File: src/rtl/pic_inta_sequencer_if.sv
// Bus bundle for the PIC interrupt-acknowledge sequencer: request/EOI controls in,
// CPU-facing interrupt, vector and in-service status out.
interface pic_inta_sequencer_if;
    // inta_n is the CPU acknowledge strobe; the sequencer acts on its falling and rising
    // edges (REQ->ACK1 on fall, ACK1->WAIT2 on rise, WAIT2->ACK2 on fall, ACK2->IDLE on rise),
    // and data_out carries the vector only while data_oe is high.
    logic [7:0] irr_req;
    logic       inta_n;
    logic       eoi_cmd;
    logic       eoi_specific;
    logic [2:0] eoi_level;
    logic       eoi_rotate;
    logic       aeoi_en;
    logic       aeoi_rotate;
    logic [4:0] vector_base;
    logic       int_out;
    logic [7:0] irr_clr;
    logic [7:0] isr_cur;
    logic [7:0] data_out;
    logic       data_oe;
    logic [2:0] lowest_prio;
    logic [2:0] fsm_state;

    modport master (
        output irr_req, inta_n, eoi_cmd, eoi_specific, eoi_level, eoi_rotate,
               aeoi_en, aeoi_rotate, vector_base,
        input  int_out, irr_clr, isr_cur, data_out, data_oe, lowest_prio, fsm_state
    );

    modport slave (
        input  irr_req, inta_n, eoi_cmd, eoi_specific, eoi_level, eoi_rotate,
               aeoi_en, aeoi_rotate, vector_base,
        output int_out, irr_clr, isr_cur, data_out, data_oe, lowest_prio, fsm_state
    );
endinterface

File: src/rtl/pic_inta_sequencer.sv
// 8259-style interrupt acknowledge sequencer: rotating-priority resolution, two-pulse
// INTA protocol, in-service register with normal/automatic EOI and priority rotation.
module pic_inta_sequencer (
    input  logic                  clk,
    input  logic                  rst_n,
    pic_inta_sequencer_if.slave   bus
);
    localparam logic [2:0] IDLE  = 3'd0;
    localparam logic [2:0] REQ   = 3'd1;
    localparam logic [2:0] ACK1  = 3'd2;
    localparam logic [2:0] WAIT2 = 3'd3;
    localparam logic [2:0] ACK2  = 3'd4;

    logic [2:0] state, state_n;
    logic       inta_q;
    logic [2:0] level, level_n;
    logic [7:0] isr_q, isr_n;
    logic [2:0] lp_q, lp_n;
    logic       int_q, int_n;
    logic [7:0] clr_q, clr_n;

    logic       fall, rise;
    logic [2:0] scan;
    logic       win_found, win_ok, win_valid, isr_found;
    logic [2:0] win_lvl, isr_lvl;
    logic [7:0] set_mask, aeoi_mask, eoi_mask;
    logic       aeoi_rot, eoi_rot;
    logic [2:0] eoi_rot_lvl;

    assign fall = inta_q & ~bus.inta_n;
    assign rise = ~inta_q & bus.inta_n;

    // Walk levels from highest to lowest priority; an in-service level met first blocks the winner.
    always_comb begin
        scan      = 3'd0;
        win_found = 1'b0;
        win_ok    = 1'b0;
        win_lvl   = 3'd7;
        isr_found = 1'b0;
        isr_lvl   = 3'd7;
        for (int i = 0; i < 8; i++) begin
            scan = lp_q + 3'(i + 1);
            if (!isr_found && isr_q[scan]) begin
                isr_found = 1'b1;
                isr_lvl   = scan;
            end
            if (!win_found && bus.irr_req[scan]) begin
                win_found = 1'b1;
                win_lvl   = scan;
                win_ok    = !isr_found;
            end
        end
        win_valid = win_found && win_ok;
    end

    always_comb begin
        state_n   = state;
        level_n   = level;
        int_n     = int_q;
        clr_n     = 8'h00;
        set_mask  = 8'h00;
        aeoi_mask = 8'h00;
        aeoi_rot  = 1'b0;
        case (state)
            IDLE: if (win_valid) begin
                state_n = REQ;
                int_n   = 1'b1;
            end
            REQ: if (fall) begin
                state_n = ACK1;
                int_n   = 1'b0;
                if (win_valid) begin
                    level_n  = win_lvl;
                    set_mask = 8'b1 << win_lvl;
                    clr_n    = 8'b1 << win_lvl;
                end else begin
                    level_n  = 3'd7;
                end
            end else if (!win_valid) begin
                state_n = IDLE;
                int_n   = 1'b0;
            end
            ACK1:  if (rise) state_n = WAIT2;
            WAIT2: if (fall) state_n = ACK2;
            ACK2: if (rise) begin
                state_n = IDLE;
                if (bus.aeoi_en) begin
                    aeoi_mask = 8'b1 << level;
                    aeoi_rot  = bus.aeoi_rotate;
                end
            end
            default: state_n = IDLE;
        endcase
    end

    // Non-specific EOI targets the highest-priority in-service level; EOI rotation overrides AEOI rotation.
    always_comb begin
        eoi_mask    = 8'h00;
        eoi_rot     = 1'b0;
        eoi_rot_lvl = bus.eoi_level;
        if (bus.eoi_cmd) begin
            if (bus.eoi_specific) begin
                eoi_mask = 8'b1 << bus.eoi_level;
                eoi_rot  = bus.eoi_rotate;
            end else if (isr_found) begin
                eoi_mask    = 8'b1 << isr_lvl;
                eoi_rot     = bus.eoi_rotate;
                eoi_rot_lvl = isr_lvl;
            end
        end
        isr_n = (isr_q | set_mask) & ~(eoi_mask | aeoi_mask);
        lp_n  = eoi_rot ? eoi_rot_lvl : (aeoi_rot ? level : lp_q);
    end

    always_ff @(posedge clk or negedge rst_n) begin
        if (!rst_n) begin
            state  <= IDLE;
            inta_q <= 1'b1;
            level  <= 3'd7;
            isr_q  <= 8'h00;
            lp_q   <= 3'd7;
            int_q  <= 1'b0;
            clr_q  <= 8'h00;
        end else begin
            state  <= state_n;
            inta_q <= bus.inta_n;
            level  <= level_n;
            isr_q  <= isr_n;
            lp_q   <= lp_n;
            int_q  <= int_n;
            clr_q  <= clr_n;
        end
    end

    assign bus.int_out     = int_q;
    assign bus.irr_clr     = clr_q;
    assign bus.isr_cur     = isr_q;
    assign bus.lowest_prio = lp_q;
    assign bus.data_oe     = (state == ACK2);
    assign bus.data_out    = (state == ACK2) ? {bus.vector_base, level} : 8'h00;
    assign bus.fsm_state   = state;
endmodule

File: src/flat_wrapper.sv
// flat-port wrapper written by rule: the top's interface ports become plain ports
module pic_inta_sequencer_flat 
  (clk, rst_n, bus_irr_req, bus_inta_n, bus_eoi_cmd, bus_eoi_specific, bus_eoi_level, bus_eoi_rotate, bus_aeoi_en, bus_aeoi_rotate, bus_vector_base, bus_int_out, bus_irr_clr, bus_isr_cur, bus_data_out, bus_data_oe, bus_lowest_prio, bus_fsm_state);
  pic_inta_sequencer_if bus_i ();
  input  logic clk;
  input  logic rst_n;
  input wire logic [$bits(bus_i.irr_req)-1:0] bus_irr_req;
  input wire logic [$bits(bus_i.inta_n)-1:0] bus_inta_n;
  input wire logic [$bits(bus_i.eoi_cmd)-1:0] bus_eoi_cmd;
  input wire logic [$bits(bus_i.eoi_specific)-1:0] bus_eoi_specific;
  input wire logic [$bits(bus_i.eoi_level)-1:0] bus_eoi_level;
  input wire logic [$bits(bus_i.eoi_rotate)-1:0] bus_eoi_rotate;
  input wire logic [$bits(bus_i.aeoi_en)-1:0] bus_aeoi_en;
  input wire logic [$bits(bus_i.aeoi_rotate)-1:0] bus_aeoi_rotate;
  input wire logic [$bits(bus_i.vector_base)-1:0] bus_vector_base;
  output wire logic [$bits(bus_i.int_out)-1:0] bus_int_out;
  output wire logic [$bits(bus_i.irr_clr)-1:0] bus_irr_clr;
  output wire logic [$bits(bus_i.isr_cur)-1:0] bus_isr_cur;
  output wire logic [$bits(bus_i.data_out)-1:0] bus_data_out;
  output wire logic [$bits(bus_i.data_oe)-1:0] bus_data_oe;
  output wire logic [$bits(bus_i.lowest_prio)-1:0] bus_lowest_prio;
  output wire logic [$bits(bus_i.fsm_state)-1:0] bus_fsm_state;
  assign bus_i.irr_req = bus_irr_req;
  assign bus_i.inta_n = bus_inta_n;
  assign bus_i.eoi_cmd = bus_eoi_cmd;
  assign bus_i.eoi_specific = bus_eoi_specific;
  assign bus_i.eoi_level = bus_eoi_level;
  assign bus_i.eoi_rotate = bus_eoi_rotate;
  assign bus_i.aeoi_en = bus_aeoi_en;
  assign bus_i.aeoi_rotate = bus_aeoi_rotate;
  assign bus_i.vector_base = bus_vector_base;
  assign bus_int_out = bus_i.int_out;
  assign bus_irr_clr = bus_i.irr_clr;
  assign bus_isr_cur = bus_i.isr_cur;
  assign bus_data_out = bus_i.data_out;
  assign bus_data_oe = bus_i.data_oe;
  assign bus_lowest_prio = bus_i.lowest_prio;
  assign bus_fsm_state = bus_i.fsm_state;
  pic_inta_sequencer u_core (.clk(clk), .rst_n(rst_n), .bus(bus_i));
endmodule
File: config.mk
export PLATFORM = sky130hd
export DESIGN_NAME = pic_inta_sequencer_flat
export DESIGN_NICKNAME = d
export VERILOG_FILES = /design/src/rtl/pic_inta_sequencer_if.sv /design/src/rtl/pic_inta_sequencer.sv /design/src/flat_wrapper.sv
export SDC_FILE = /design/constraint.sdc
export NUM_CORES = 1
export LEC_CHECK = 0
export ABC_CLOCK_PERIOD_IN_PS = 4500
export CAP_MARGIN = 10
export CORE_UTILIZATION = 51
export CTS_BUF_LIST = sky130_fd_sc_hd__clkbuf_4
export CTS_CLUSTER_DIAMETER = 30
export DETAILED_ROUTE_END_ITERATION = 6
export GPL_TIMING_DRIVEN = 0
export HOLD_SLACK_MARGIN = 0.06
export PLACE_DENSITY = 0.8
export SLEW_MARGIN = 30
export SYNTH_ARGS = -nofsm -noshare
export SYNTH_HDL_FRONTEND = slang
export SYNTH_SLANG_ARGS = --single-unit
File: constraint.sdc
create_clock -name clk -period 4.5 [get_ports clk]
set_input_delay 0.9 -clock clk [delete_from_list [all_inputs] [get_ports clk]]
set_output_delay 0.9 -clock clk [all_outputs]
set_load 0.02 [all_outputs]
* Word level (Yosys, flattened, before mapping)
Cells that the tools add are included.
** Word-level totals
- Bits in registers :: 27
- Bits of input ports :: 24
- Output and inout bits :: 32
** Cells by class
- Add/subtract/negate cells :: 7
- Order comparisons :: 8
- Eq/ne operators :: 9
- Shifts and indexed selects :: 4
- Muxes and demuxes :: 105
- Bitwise operators :: 8
- Reductions and logical operators :: 36
** Operators with widths (number)
- $mux 3 :: 28
- $mux 8 :: 10
- $mux 1 :: 49
- $bmux 1 s3 :: 16
- $lt 3x4->1 const B :: 8
- $shl 1x3->8 const A :: 4
- $or 8x8->8 :: 2
- $logic_and 1x1->1 :: 15
- $logic_not 1->1 :: 15
- $pmux 3 s5 :: 1
- $add 3x3->3 const B :: 4
- $and 8x8->8 :: 1
- $ne 2x1->1 const B :: 4
- $not 8->8 :: 1
- $add 3x2->3 const B :: 2
- $eq 3x2->1 const B :: 2
- $reduce_and 5->1 :: 1
- $reduce_bool 2->1 :: 2
- $add 3x1->3 const B :: 1
- $eq 3x1->1 const B :: 1
- $eq 3x3->1 const B :: 1
- $logic_not 3->1 :: 1
- $ne 3x2->1 const B :: 1
- $reduce_and 3->1 :: 1
- 4 further kinds :: 6

* Logic depth before layout (Yosys ltp)
Gate-level depths: netlist of the first run.
- Depth after elaboration :: 33
- Mapped depth :: 16

* Worst setup path after synthesis of the first run
OpenSTA, ideal clock, no wires.
- Path kind :: register -> register
- Start point :: register u_core.lp_q[0], in the netlist u_core.bus.lowest_prio[0]
- End point :: register u_core.isr_q[0], in the netlist u_core.bus.isr_cur[0]
- Setup time :: 0.094 ns
- Data arrival time :: 4.460 ns
- Data required time :: 4.406 ns
- Slack :: -0.054 ns
- Stages on the path, launching flop included :: 16
- Path buffers :: 5
- Path through :: dfstp_2 -> inv_2 -> buf_1 -> buf_1 -> ha_1 -> buf_6 -> buf_2 -> clkbuf_1 -> mux2_2 -> mux4_2 -> o22ai_1 -> and3_1 -> a22oi_1 -> a211oi_1 -> o21ai_0 -> a211oi_1
** On the way
- Cells in the longest elaborated chain, start to end :: 33
- Elaborated cells on any way between the ends :: 121
** RTL lines
- from (decl) :: line pic_inta_sequencer.sv:18 : logic [2:0] lp_q, lp_n;
- from (signal assigned) :: line pic_inta_sequencer.sv:129 : lp_q <= lp_n;
- $add 3x1->3 :: line pic_inta_sequencer.sv:42 : scan = lp_q + 3'(i + 1);
- $bmux 1 s3 :: line pic_inta_sequencer.sv:43 : if (!isr_found && isr_q[scan]) begin
- $mux 1 (not written as such) :: line pic_inta_sequencer.sv:43
- $mux 1 :: line pic_inta_sequencer.sv:43
- $logic_not 1->1 :: line pic_inta_sequencer.sv:43, pic_inta_sequencer.sv:50
- $logic_and 1x1->1 :: line pic_inta_sequencer.sv:43
- $mux 1 :: line pic_inta_sequencer.sv:43
- $logic_not 1->1 :: line pic_inta_sequencer.sv:43, pic_inta_sequencer.sv:50
- [... 18 more ...]
- $mux 1 :: line pic_inta_sequencer.sv:47 : if (!win_found && bus.irr_req[scan]) begin
- $logic_and 1x1->1 :: line pic_inta_sequencer.sv:53 : win_valid = win_found && win_ok;
- $mux 8 :: line pic_inta_sequencer.sv:72 : if (win_valid) begin
- $mux 8 :: line pic_inta_sequencer.sv:69 : REQ: if (fall) begin
- $mux 8 :: line pic_inta_sequencer.sv:64 : case (state)
- $or 8x8->8 :: line pic_inta_sequencer.sv:111 : isr_n = (isr_q | set_mask) & ~(eoi_mask | aeoi_mask);
- $and 8x8->8 * :: line pic_inta_sequencer.sv:111
- net u_core.isr_n[0] :: line pic_inta_sequencer.sv:17 : logic [7:0] isr_q, isr_n;
- to (signal assigned) :: line pic_inta_sequencer.sv:128 : isr_q <= isr_n;
- to (decl) :: line pic_inta_sequencer.sv:17
Mark *: on every way through the listed nets, which the timed path passes. The rest lies on a longest branch. The select of a mux whose other input is x is not followed.
A chain may end at the register's enable or synchronous reset.

* Worst setup path after layout of the first run
- Start point :: register u_core.lp_q[0], in the netlist u_core.bus.lowest_prio[0]
- End point :: register u_core.isr_q[6], in the netlist u_core.bus.isr_cur[6]
** On the way
- Cells in the longest elaborated chain, start to end :: 33
- Elaborated cells on any way between the ends :: 121
** RTL lines
- $add 3x1->3 :: line pic_inta_sequencer.sv:42
- $bmux 1 s3 :: line pic_inta_sequencer.sv:43
- $mux 1 (not written as such) :: line pic_inta_sequencer.sv:43
- $mux 1 :: line pic_inta_sequencer.sv:43
- $logic_not 1->1 :: line pic_inta_sequencer.sv:43, pic_inta_sequencer.sv:50
- $logic_and 1x1->1 :: line pic_inta_sequencer.sv:43
- $mux 1 :: line pic_inta_sequencer.sv:43
- $logic_not 1->1 :: line pic_inta_sequencer.sv:43, pic_inta_sequencer.sv:50
- [... 17 more ...]
- $logic_not 1->1 :: line pic_inta_sequencer.sv:50 : win_ok = !isr_found;
- $mux 1 :: line pic_inta_sequencer.sv:47
- $logic_and 1x1->1 :: line pic_inta_sequencer.sv:53
- $mux 8 * (3 in a row)
- net u_core.clr_n[6] :: line pic_inta_sequencer.sv:20 : logic [7:0] clr_q, clr_n;
- $or 8x8->8 * :: line pic_inta_sequencer.sv:111
- $and 8x8->8 * :: line pic_inta_sequencer.sv:111
- net u_core.isr_n[6] :: line pic_inta_sequencer.sv:17
Marked as above.

==> results of run 1 <==
timing repair:
action,CTS,global route
setup endpoints to repair,24,14
resized for setup,12,10
hold buffers,0,0
gates cloned,0,1
pin swaps,1,5
buffers inserted,3,4
endpoints found under the hold margin,0,0
logic make-up (layout without fill, tap and decap cells):
kind of cell	count (synthesis)	in the layout	share of synthesized area (%)
muxes	73	73	33.5
DFF	27	27	19.6
AOI/OAI and AO/OA	105	105	21.2
buffers and inverters	36	99	4.76
xor gates and xnor gates	7	7	1.97
adders and majority gates	2	2	0.715
and+or+nand+nor	121	122	18.4
worst paths after layout:
| kind | endpoint | start | slack [ps] |
|---|---|---|---|
| worst min-delay path | u_core.bus.fsm_state[1] | rst_n | 530 |
| worst min register to register | u_core.bus.int_out | u_core.bus.int_out | 540 |
| max in group asynchronous | u_core.level[1] | rst_n | 3590 |
| worst max register to register | u_core.bus.isr_cur[6] | u_core.bus.lowest_prio[0] | 130 |
| min in group clk | u_core.bus.int_out | u_core.bus.int_out | 540 |
| worst max-delay path | u_core.bus.isr_cur[6] | u_core.bus.lowest_prio[0] | 130 |
cell type report:
cell class,count,share of cell area [%]
plain buffers,16,2.41
multi-input cells,309,63.4
inverters,18,1.63
flip-flops and latches,27,15.9
clock buffers,3,0.523
well taps,77,2.24
clock inverters,1,0.174
repair buffers,61,13.7
per-stage QoR:
step / setup TNS (ps) / utilization, %
floorplan: 0 / -
global placement: -7610 / 63.7
detailed placement: -8850 / 63.6
CTS: 0 / 65.1
global route: 0 / 66.2
finish: 0 / 66.2
cells in the final DEF (no fill, tap or decap), types with 13 or more instances in the layout:
cell type	n
sky130_fd_sc_hd__dfrtp_1	20
sky130_fd_sc_hd__nand2_1	29
sky130_fd_sc_hd__mux2i_1	19
sky130_fd_sc_hd__clkdlybuf4s50_1	53
sky130_fd_sc_hd__inv_1	16
sky130_fd_sc_hd__a21oi_1	17
sky130_fd_sc_hd__mux2_2	18
sky130_fd_sc_hd__mux4_2	28
sky130_fd_sc_hd__nor2_1	21
sky130_fd_sc_hd__o21ai_0	20
sky130_fd_sc_hd__nand3_1	13
sequential cells by signal (all words and copies together) (netlist names):
signal / count
u_core.bus.lowest_prio: 3
u_core.bus.isr_cur: 8
u_core.bus.fsm_state: 3
u_core.inta_q: 1
u_core.bus.int_out: 1
u_core.bus.irr_clr: 8
u_core.level: 3
worst max-delay path, cell delays in order, from the launching register on:
cell and delay, ps:
sky130_fd_sc_hd__dfstp_2 610, sky130_fd_sc_hd__inv_4 90, sky130_fd_sc_hd__buf_6 160, sky130_fd_sc_hd__buf_4 200, sky130_fd_sc_hd__ha_4 290, sky130_fd_sc_hd__buf_6 140
sky130_fd_sc_hd__mux2_2 370, sky130_fd_sc_hd__mux4_2 550, sky130_fd_sc_hd__nor4_4 390, sky130_fd_sc_hd__nand3b_4 150, sky130_fd_sc_hd__o31a_1 300, sky130_fd_sc_hd__or3_1 330
sky130_fd_sc_hd__buf_2 180, sky130_fd_sc_hd__a211oi_4 280, sky130_fd_sc_hd__o221a_1 260
routing by layer:
metal,part of all wire (%),vias up
met2,46,183
met5,0,-
li1,-,1601
met3,8.6,24
met1,43,1729
met4,1.9,0
==> insert_results.sql, run 1 <==
INSERT INTO impl_metrics (metric_group, metric, value, unit) VALUES
('status', 'status', 'complete, but fails checks', ''),
('status', 'violations', 'DRC', ''),
('layout', 'drive_gt1_share', '21.6', '%'),
('drt', 'final_antenna_net_count', '0', ''),
('floorplanning', 'chipHeight', '84.8', 'um'),
('grt', 'grt_start_max_net_pins', '28', ''),
('grt', 'number_of_antenna_violations_at_the_first_check_in_global_routing', '0', ''),
('synth', 'synth.top_cell.area_share', '18.0', '%'),
('synth', 'synth_most_common_cell', 'sky130_fd_sc_hd__nand2_1', ''),
('grt', 'grt_pass1_vias', '3233', ''),
('drt', 'drtPass1Iterations', '7', ''),
('critical_path', 'ff2ff_path_depth', '14', ''),
('critical_path', 'worstPathMaxFanout', '10', ''),
('place', 'count_of_port_buffers_added_during_placement', '54', ''),
('place', 'globalplace.congestion', '0.938', ''),
('layout', 'sequential_cell_area', '684', 'um2'),
('grt', 'grt_overflow_total', '0', ''),
('synth', 'synth_seq_area_share', '19.6', '%'),
('min_path', 'kind_of_path_behind_the_tightest_hold_check', 'primary input to asynchronous set/reset pin', ''),
('drt', 'vias_per_cell', '6.91', ''),
('grt', 'grt_busiest_layer', 'met1', ''),
('synth', 'number_of_flops_mapped_to_enable_cells_by_yosys', '0', ''),
('timing', 'hold_violations', '0', ''),
('timing', 'holdWs', '528', 'ps'),
('floorplanning', 'std_cell_rows', '29', ''),
('layout', 'net_count_final', '462', ''),
('place', 'detailed_place.area', '4130', 'um2'),
('synth', 'post_synth.cell_area_avg', '9.43', 'um2'),
('cts', 'cts_buffer_depth', '2', ''),
('critical_path', 'cp.arrival', '4660', 'ps'),
('grt', 'grt_pass1_wl', '17.0', 'mm'),
('synth', 'asyncSetResetFlopFracSynth', '100', '%'),
('critical_path', 'crit_path_start_kind', 'flop', ''),
('critical_path', 'setup.worst_path.class', 'flop to flop', ''),
('cts', 'clock_insertion_delay_worst_skew', '340', 'ps'),
('synth', 'syn-instance-count', '371', ''),
('floorplanning', 'ioPinCount', '56', ''),
('layout', 'multi_input_area', '2730', 'um2'),
('place', 'dp.final_hpwl', '7.83', 'mm'),
('timing', 'layout_min_cycle_time', '4370', 'ps'),
('cts', 'clock_tree.root_cell', 'sky130_fd_sc_hd__clkbuf_4', ''),
('floorplanning', 'die_w', '84.8', 'um'),
('synth', 'post-synth-top-area-cell', 'sky130_fd_sc_hd__mux4_2', ''),
('layout', 'number_of_filler_instances_in_the_final_layout', '505', ''),
('synth', 'syn_nets', '397', ''),
('critical_path', 'worst_ep_required_time', '4790', 'ps'),
('floorplanning', 'floorplan.initialDensity', '53.8', '%'),
('grt', 'met1_usage', '45.5', '%'),
('drt', 'drt_drc_violations_left', '2', ''),
('cts', 'clkSlewWorstSetupHoldPaths', '160', 'ps'),
('drt', 'wl_per_cell', '20.3', 'um'),
('floorplanning', 'placeableCoreArea', '6490', 'um2'),
('drt', 'drt-total-wl', '10.4', 'mm'),
('floorplanning', 'floorplan.die_area', '7190', 'um2'),
('critical_path', 'timing.critical_path.to_type', 'flop', ''),
('timing', 'final.period_utilization', '97.2', '%'),
('timing', 'worst_slew_pin_tran', '888', 'ps'),
('synth', 'synth_warnings', '0', ''),
('place', 'placedCellCount', '502', ''),
('drt', 'detailroute.via_count', '3537', ''),
('grt', 'track_usage', '29.7', '%'),
('synth', 'synthFlopType', 'sky130_fd_sc_hd__dfrtp_1', ''),
('grt', 'globalRouteMet2Util', '45.4', '%'),
('cts', 'cts.htree.levels', '1', ''),
('timing', 'max_slew_margin', '40.4', '%'),
('timing', 'max_clock_freq', '229', 'MHz'),
('synth', 'synth_cell_type_count', '67', ''),
('layout', 'antenna_cells_inserted', '0', ''),
('flow_run', 'max_cap_violations', '0', ''),
('timing', 'fin_worst_skew', '5.22', 'ps'),
('synth', 'yosys_register_bits', '27', '');
Power of run 1 is not shown: default switching activity piles up to over one toggle a cycle in this logic, so the estimate is an artifact.
==> inputs of run 2 (changes only) <==
--- a/config.mk
+++ b/config.mk
@@ -9,7 +9,7 @@
 export CAP_MARGIN = 10
 export CORE_UTILIZATION = 51
 export CTS_BUF_LIST = sky130_fd_sc_hd__clkbuf_4
-export CTS_CLUSTER_DIAMETER = 30
+export CTS_CLUSTER_DIAMETER = 150
 export DETAILED_ROUTE_END_ITERATION = 6
 export GPL_TIMING_DRIVEN = 0
 export HOLD_SLACK_MARGIN = 0.06
==> results of run 2 <==
No change in the layout: final DEF, timing and power equal those of run 1.
Power of run 2 is left out for the same reason.
==> inputs of run 3 (changes only) <==
--- a/config.mk
+++ b/config.mk
@@ -6,7 +6,6 @@
 export NUM_CORES = 1
 export LEC_CHECK = 0
 export ABC_CLOCK_PERIOD_IN_PS = 4500
-export CAP_MARGIN = 10
 export CORE_UTILIZATION = 51
 export CTS_BUF_LIST = sky130_fd_sc_hd__clkbuf_4
 export CTS_CLUSTER_DIAMETER = 150
==> results of run 3 <==
No change in the layout: final DEF, timing and power equal those of run 1.
Power of run 3 is left out for the same reason.
